**src/rtl/load_unit.sv**
```systemverilog
// Load unit: issues one word read per load request, then aligns and extends the
// selected byte/half/word into rd_data. Illegal or misaligned requests and stalls abort via ERR.
module load_unit #(
   parameter int unsigned REG_LEN = 32,
   parameter int unsigned TIMEOUT = 255
) (
   input  logic               clk,
   input  logic               rst,
   input  logic               ld_req,
   input  logic [2:0]         ld_type,
   input  logic [REG_LEN-1:0] ld_addr,
   output logic               busy,
   output logic               mem_req,
   output logic [REG_LEN-1:0] mem_addr,
   input  logic               mem_gnt,
   input  logic               mem_rvalid,
   input  logic [REG_LEN-1:0] mem_rdata,
   output logic [REG_LEN-1:0] rd_data,
   output logic               rd_valid,
   output logic               ld_err
);

   typedef enum logic [2:0] {StIdle, StReq, StWait, StResp, StErr} state_e;

   localparam logic [2:0] LdB  = 3'b000;
   localparam logic [2:0] LdH  = 3'b001;
   localparam logic [2:0] LdW  = 3'b010;
   localparam logic [2:0] LdBu = 3'b100;
   localparam logic [2:0] LdHu = 3'b101;

   state_e             state_q, state_d;
   logic [2:0]         type_q, type_d;
   logic [1:0]         off_q, off_d;
   logic [REG_LEN-1:0] addr_q, addr_d;
   logic [REG_LEN-1:0] rd_data_q, rd_data_d;
   logic [7:0]         cnt_q, cnt_d;

   logic               type_ok;
   logic               aligned;
   logic               timeout_hit;
   logic [7:0]         byte_sel;
   logic [15:0]        half_sel;
   logic [REG_LEN-1:0] load_result;

   always_comb begin
      type_ok = 1'b0;
      aligned = 1'b1;
      case (ld_type)
         LdB, LdBu: type_ok = 1'b1;
         LdH, LdHu: begin
            type_ok = 1'b1;
            aligned = ~ld_addr[0];
         end
         LdW: begin
            type_ok = 1'b1;
            aligned = (ld_addr[1:0] == 2'b00);
         end
         default: type_ok = 1'b0;
      endcase
   end

   // Abort on the cycle whose increment would make the counter reach TIMEOUT.
   assign timeout_hit = ({1'b0, cnt_q} + 9'd1) == 9'(TIMEOUT);

   always_comb begin
      byte_sel = 8'h00;
      case (off_q)
         2'd0: byte_sel = mem_rdata[7:0];
         2'd1: byte_sel = mem_rdata[15:8];
         2'd2: byte_sel = mem_rdata[23:16];
         2'd3: byte_sel = mem_rdata[31:24];
         default: byte_sel = 8'h00;
      endcase
      half_sel = off_q[1] ? mem_rdata[31:16] : mem_rdata[15:0];
      case (type_q)
         LdB:     load_result = {{(REG_LEN-8){byte_sel[7]}}, byte_sel};
         LdBu:    load_result = {{(REG_LEN-8){1'b0}}, byte_sel};
         LdH:     load_result = {{(REG_LEN-16){half_sel[15]}}, half_sel};
         LdHu:    load_result = {{(REG_LEN-16){1'b0}}, half_sel};
         default: load_result = mem_rdata;
      endcase
   end

   always_comb begin
      state_d   = state_q;
      type_d    = type_q;
      off_d     = off_q;
      addr_d    = addr_q;
      rd_data_d = rd_data_q;
      cnt_d     = cnt_q;
      unique case (state_q)
         StIdle: begin
            if (ld_req) begin
               if (type_ok && aligned) begin
                  state_d = StReq;
                  type_d  = ld_type;
                  off_d   = ld_addr[1:0];
                  addr_d  = {ld_addr[REG_LEN-1:2], 2'b00};
                  cnt_d   = 8'd0;
               end else begin
                  state_d = StErr;
               end
            end
         end
         StReq: begin
            cnt_d = cnt_q + 8'd1;
            if (mem_gnt) begin
               state_d = StWait;
            end else if (timeout_hit) begin
               state_d = StErr;
            end
         end
         StWait: begin
            cnt_d = cnt_q + 8'd1;
            if (mem_rvalid) begin
               rd_data_d = load_result;
               state_d   = StResp;
            end else if (timeout_hit) begin
               state_d = StErr;
            end
         end
         StResp:  state_d = StIdle;
         StErr:   state_d = StIdle;
         default: state_d = StIdle;
      endcase
   end

   always_ff @(posedge clk) begin
      if (rst) begin
         state_q   <= StIdle;
         type_q    <= 3'b000;
         off_q     <= 2'b00;
         addr_q    <= '0;
         rd_data_q <= '0;
         cnt_q     <= 8'd0;
      end else begin
         state_q   <= state_d;
         type_q    <= type_d;
         off_q     <= off_d;
         addr_q    <= addr_d;
         rd_data_q <= rd_data_d;
         cnt_q     <= cnt_d;
      end
   end

   assign busy     = (state_q != StIdle);
   assign mem_req  = (state_q == StReq);
   assign mem_addr = addr_q;
   assign rd_data  = rd_data_q;
   assign rd_valid = (state_q == StResp);
   assign ld_err   = (state_q == StErr);

endmodule

```
**config.mk**
```make
export PLATFORM = sky130hd
export DESIGN_NAME = load_unit
export DESIGN_NICKNAME = d
export VERILOG_FILES = /design/src/rtl/load_unit.sv
export SDC_FILE = /design/constraint.sdc
export NUM_CORES = 1
export LEC_CHECK = 0
export ABC_AREA = 0
export CAP_MARGIN = 20
export CORE_AREA = 2 2 117 96
export DETAILED_ROUTE_END_ITERATION = 8
export DIE_AREA = 0 0 119 98
export GPL_ROUTABILITY_DRIVEN = 0
export PLACE_DENSITY = 0.69
export SKIP_CTS_REPAIR_TIMING = 1
export SLEW_MARGIN = 15
export SYNTH_ARGS = -nofsm -noshare
export SYNTH_HDL_FRONTEND = slang
export SYNTH_SLANG_ARGS = --single-unit
```
**constraint.sdc**
```tcl
create_clock -name clk -period 2.5 [get_ports clk]
set_input_delay 0.625 -clock clk [delete_from_list [all_inputs] [get_ports clk]]
set_output_delay 0.625 -clock clk [all_outputs]
set_load 0.01 [all_outputs]
```
==> out/metrics.cfg <==
[clocking]
cts.path.max_buffers=2
ctsHtreeMaxLevel=3
cts.clk_slew.worst_paths_ns=0.06
cts_buffers=9
tritoncts_num_sinks=78
clock_latency_ns=0.33
clock_tree_from_tritoncts=done
clockRootBuffer=sky130_fd_sc_hd__clkbuf_16

[critical_path]
rr_endpoint=rd_data[4]$_SDFFE_PP0P_
cp_cell_sequence=or3b_4 > clkinv_4 > clkdlybuf4s50_1
r2r_slack_ns=0.59
end_kind=output port
worst_path_largest_cell_delay_ns=0.53
critical_path_class=flip-flop to output port
critical_path.max_fanout=8
critical_path.startpoint_type=flip-flop
critical_path.reg2reg.startpoint=off_q[1]$_SDFFE_PP0P_
r2r_cells=5
startpoint=state_q[2]$_SDFFE_PP0P_
worstPathRequired_ns=1.88
worst_ep_arrival_time_ns=1.81
worstSetupEndpoint=mem_req
crit_slowest_cell=sky130_fd_sc_hd__clkdlybuf4s50_1

[timing]
hold_violations=0
max_slew_margin_pct=44.77
period_share_pct=97.38
worst_slack_ns=0.06543
final.hold.worst_slack_ns=0.4555
fin_skew_ns=0.005387
rsz_0062_raised_after_global_routing=false
worst-slew-pin-transition_ns=0.8284
post-route-min-period_ns=2.435
timing.final.max_slew_violations=0
clock.fmax_mhz=410.8
final_setup_viols=0

[flow_run]
max_cap_viol_count=0

[synth]
synth_seq_area_share_pct=43.55
synth_edf_count=0
leading_area_contributor_after_synthesis=sky130_fd_sc_hd__dfxtp_1
ys.flop_type=sky130_fd_sc_hd__dfxtp_1
synth.top_cells.by_area=sky130_fd_sc_hd__dfxtp_1 44%, sky130_fd_sc_hd__nand2_1 11%, sky130_fd_sc_hd__a21oi_1 7.8%
ys.warnings.count=0
yosys_register_bits=78
avgSynthCellArea_um2=8.225
netlist_instances=436
synthesis.area_mm2=0.003586
synth_top_area_share_pct=43.55
async_set_reset_flop_share_out_of_synthesis_pct=0
synthDistinctLibCells=50

[place]
place_area_mm2=0.005044
detailed_place_hpwl_um=7937
io_buffers=137
pre_cts_ws_ns=0.006555

[finish]
drive_above_1_share_pct=8.275
layout.nets=637
flow.area_growth_from_synthesis_pct=50.31
multiInputGateArea_mm2=0.001826
total_area_of_sequential_cells_mm2=0.001565
n_fill_cell=984
insertedDiodeCount=0
design_area_mm2=0.005390

[global_routing]
grt_usage_pct=18.65
global_route.overflow_total=0
antenna_found_initial=0
first_global_vias=3522
grt_start_max_net_pins=76
grt_pass1_wl_um=17560

[pwr]
static-leakage-power_nw=1.812
power.density_cell_area_mw_per_mm2=597.3
worst_vdd_drop_mv=0.3705

[floorplanning]
starting_density_pct=33.85
core_area_mm2=0.01059
die_area_mm2=0.01166
die_w_um=119
floorplan.die.height_um=98
io_pins=140
fp-row-count=34

[routing]
via_per_inst=5.084
dr.pass1.iters=4
vias=3620
dr.first_iter.drc_count=272
detail_route.wl_per_cell_um=15.31
route.final.wire_length_um=10900
remaining_number_of_nets_flagged_by_the_antenna_check_after_routing=0
detail_route.drc_violations=0

[worst_hold_path]
hold_path.class=flip-flop to flip-flop

[status]
result_of_the_run=complete, no violations

sequential cells by signal (all words and copies together) (netlist names):
register / count
cnt_q: 8
mem_addr: 30
off_q: 2
rd_data: 32
state_q: 3
type_q: 3
per-layer routing:
| metal | global-route usage, % | vias up | wire [um] |
|---|---|---|---|
| met5 | 0 | - | 0 |
| met4 | 4.762 | 0 | 116 |
| met3 | 5.958 | 9 | 741 |
| met2 | 29.66 | 121 | 5024 |
| met1 | 24.58 | 1707 | 5018 |
| li1 | - | 1783 | - |
worst min-delay path by stage:
stage | startpoint | to | slack, ns | depth (start not counted)
detailed placement | mem_addr[31]$_SDFFE_PP0P_ | mem_addr[31]$_SDFFE_PP0P_ | 0.45 | 2
floorplan | type_q[2]$_SDFFE_PP0P_ | type_q[2]$_SDFFE_PP0P_ | 0.45 | 2
finish | mem_addr[31]$_SDFFE_PP0P_ | mem_addr[31]$_SDFFE_PP0P_ | 0.46 | 2
CTS | mem_addr[23]$_SDFFE_PP0P_ | mem_addr[23]$_SDFFE_PP0P_ | 0.46 | 2
global route | mem_addr[15]$_SDFFE_PP0P_ | mem_addr[15]$_SDFFE_PP0P_ | 0.48 | 2
global placement | mem_addr[5]$_SDFFE_PP0P_ | mem_addr[5]$_SDFFE_PP0P_ | 0.44 | 2
cell families (layout without fill, tap and decap cells):
kind of cell | after synthesis | count (layout) | share of synthesized area, %
AND/OR/NAND/NOR | 166 | 166 | 19.82
AO/OA/AOI/OAI | 132 | 132 | 24.74
flip-flops | 78 | 78 | 43.55
buffers and inverters | 40 | 171 | 5.862
multiplexers | 15 | 15 | 4.745
adder cells (fa/ha/maj) | 2 | 2 | 0.6977
XOR/XNOR | 2 | 2 | 0.4886
other | 1 | 2 | 0.1046
critical path: cells and delay by family (launching register included):
family	cells	cell delay [ns]
and+or+nand+nor	1	0.48
buffers and inverters	2	0.61
DFF	1	0.38
area by class of cell:
class	count	area share (%)
Sequential cell	78	29.04
Clock buffer	13	5.014
Multi-Input combinational cell	319	33.87
Timing Repair Buffer	149	27.02
Clock inverter	3	1.207
Inverter	6	0.5107
Tap cell	144	3.343
cells in the mapped netlist, types with 2 or more instances:
master / count
sky130_fd_sc_hd__clkbuf_1: 14
sky130_fd_sc_hd__o21ai_0: 5
sky130_fd_sc_hd__a211oi_1: 25
sky130_fd_sc_hd__buf_2: 11
sky130_fd_sc_hd__ha_1: 2
sky130_fd_sc_hd__a22o_1: 9
sky130_fd_sc_hd__mux2_2: 6
sky130_fd_sc_hd__nand3_1: 6
sky130_fd_sc_hd__nor2b_1: 3
sky130_fd_sc_hd__o211ai_1: 8
sky130_fd_sc_hd__buf_4: 7
sky130_fd_sc_hd__a211oi_2: 2
sky130_fd_sc_hd__nand2_1: 109
sky130_fd_sc_hd__or3b_1: 4
sky130_fd_sc_hd__xnor2_1: 2
sky130_fd_sc_hd__inv_1: 4
sky130_fd_sc_hd__nor3b_1: 2
sky130_fd_sc_hd__nor3_1: 4
sky130_fd_sc_hd__dfxtp_1: 78
sky130_fd_sc_hd__o21a_1: 3
sky130_fd_sc_hd__o211a_1: 2
sky130_fd_sc_hd__a311oi_1: 3
sky130_fd_sc_hd__mux2i_1: 8
sky130_fd_sc_hd__buf_6: 2
sky130_fd_sc_hd__nor2_1: 30
sky130_fd_sc_hd__a21oi_1: 56
sky130_fd_sc_hd__a22oi_1: 8
cells in the final DEF (no fill, tap or decap), types with 4 or more instances in the layout:
cell                              Yosys  final
sky130_fd_sc_hd__buf_4                7     12
sky130_fd_sc_hd__mux2_2               6      6
sky130_fd_sc_hd__nor2_1              30     30
sky130_fd_sc_hd__o211ai_1             8      8
sky130_fd_sc_hd__clkdlybuf4s50_1      0    136
sky130_fd_sc_hd__mux2i_1              8      8
sky130_fd_sc_hd__a22o_1               9      9
sky130_fd_sc_hd__a211oi_1            25     25
sky130_fd_sc_hd__nand2_1            109    109
sky130_fd_sc_hd__o21ai_0              5      5
sky130_fd_sc_hd__clkbuf_16            0      9
sky130_fd_sc_hd__dfxtp_1             78     77
sky130_fd_sc_hd__nand3_1              6      6
sky130_fd_sc_hd__inv_1                4      4
sky130_fd_sc_hd__a21oi_1             56     56
sky130_fd_sc_hd__a22oi_1              8      8
power breakdown:
| group | total (mW) | switching (mW) | internal [mW] |
|---|---|---|---|
| logic | 0.452 | 0.211 | 0.241 |
| clock network | 1.46 | 0.501 | 0.955 |
| registers | 1.31 | 0.0302 | 1.28 |
| total | 3.22 | 0.742 | 2.48 |
stage by stage:
step	util, %	power (mW)	TNS (ns)	std cells
after floorplan	-	1.547	0	437
after global placement	47.61	1.776	0	696
after detailed placement	47.61	1.786	0	696
after CTS	50.78	3.246	-0.09619	712
after global routing	50.89	3.353	0	712
final	50.89	3.219	0	712
(Power assumes the default switching activity.)
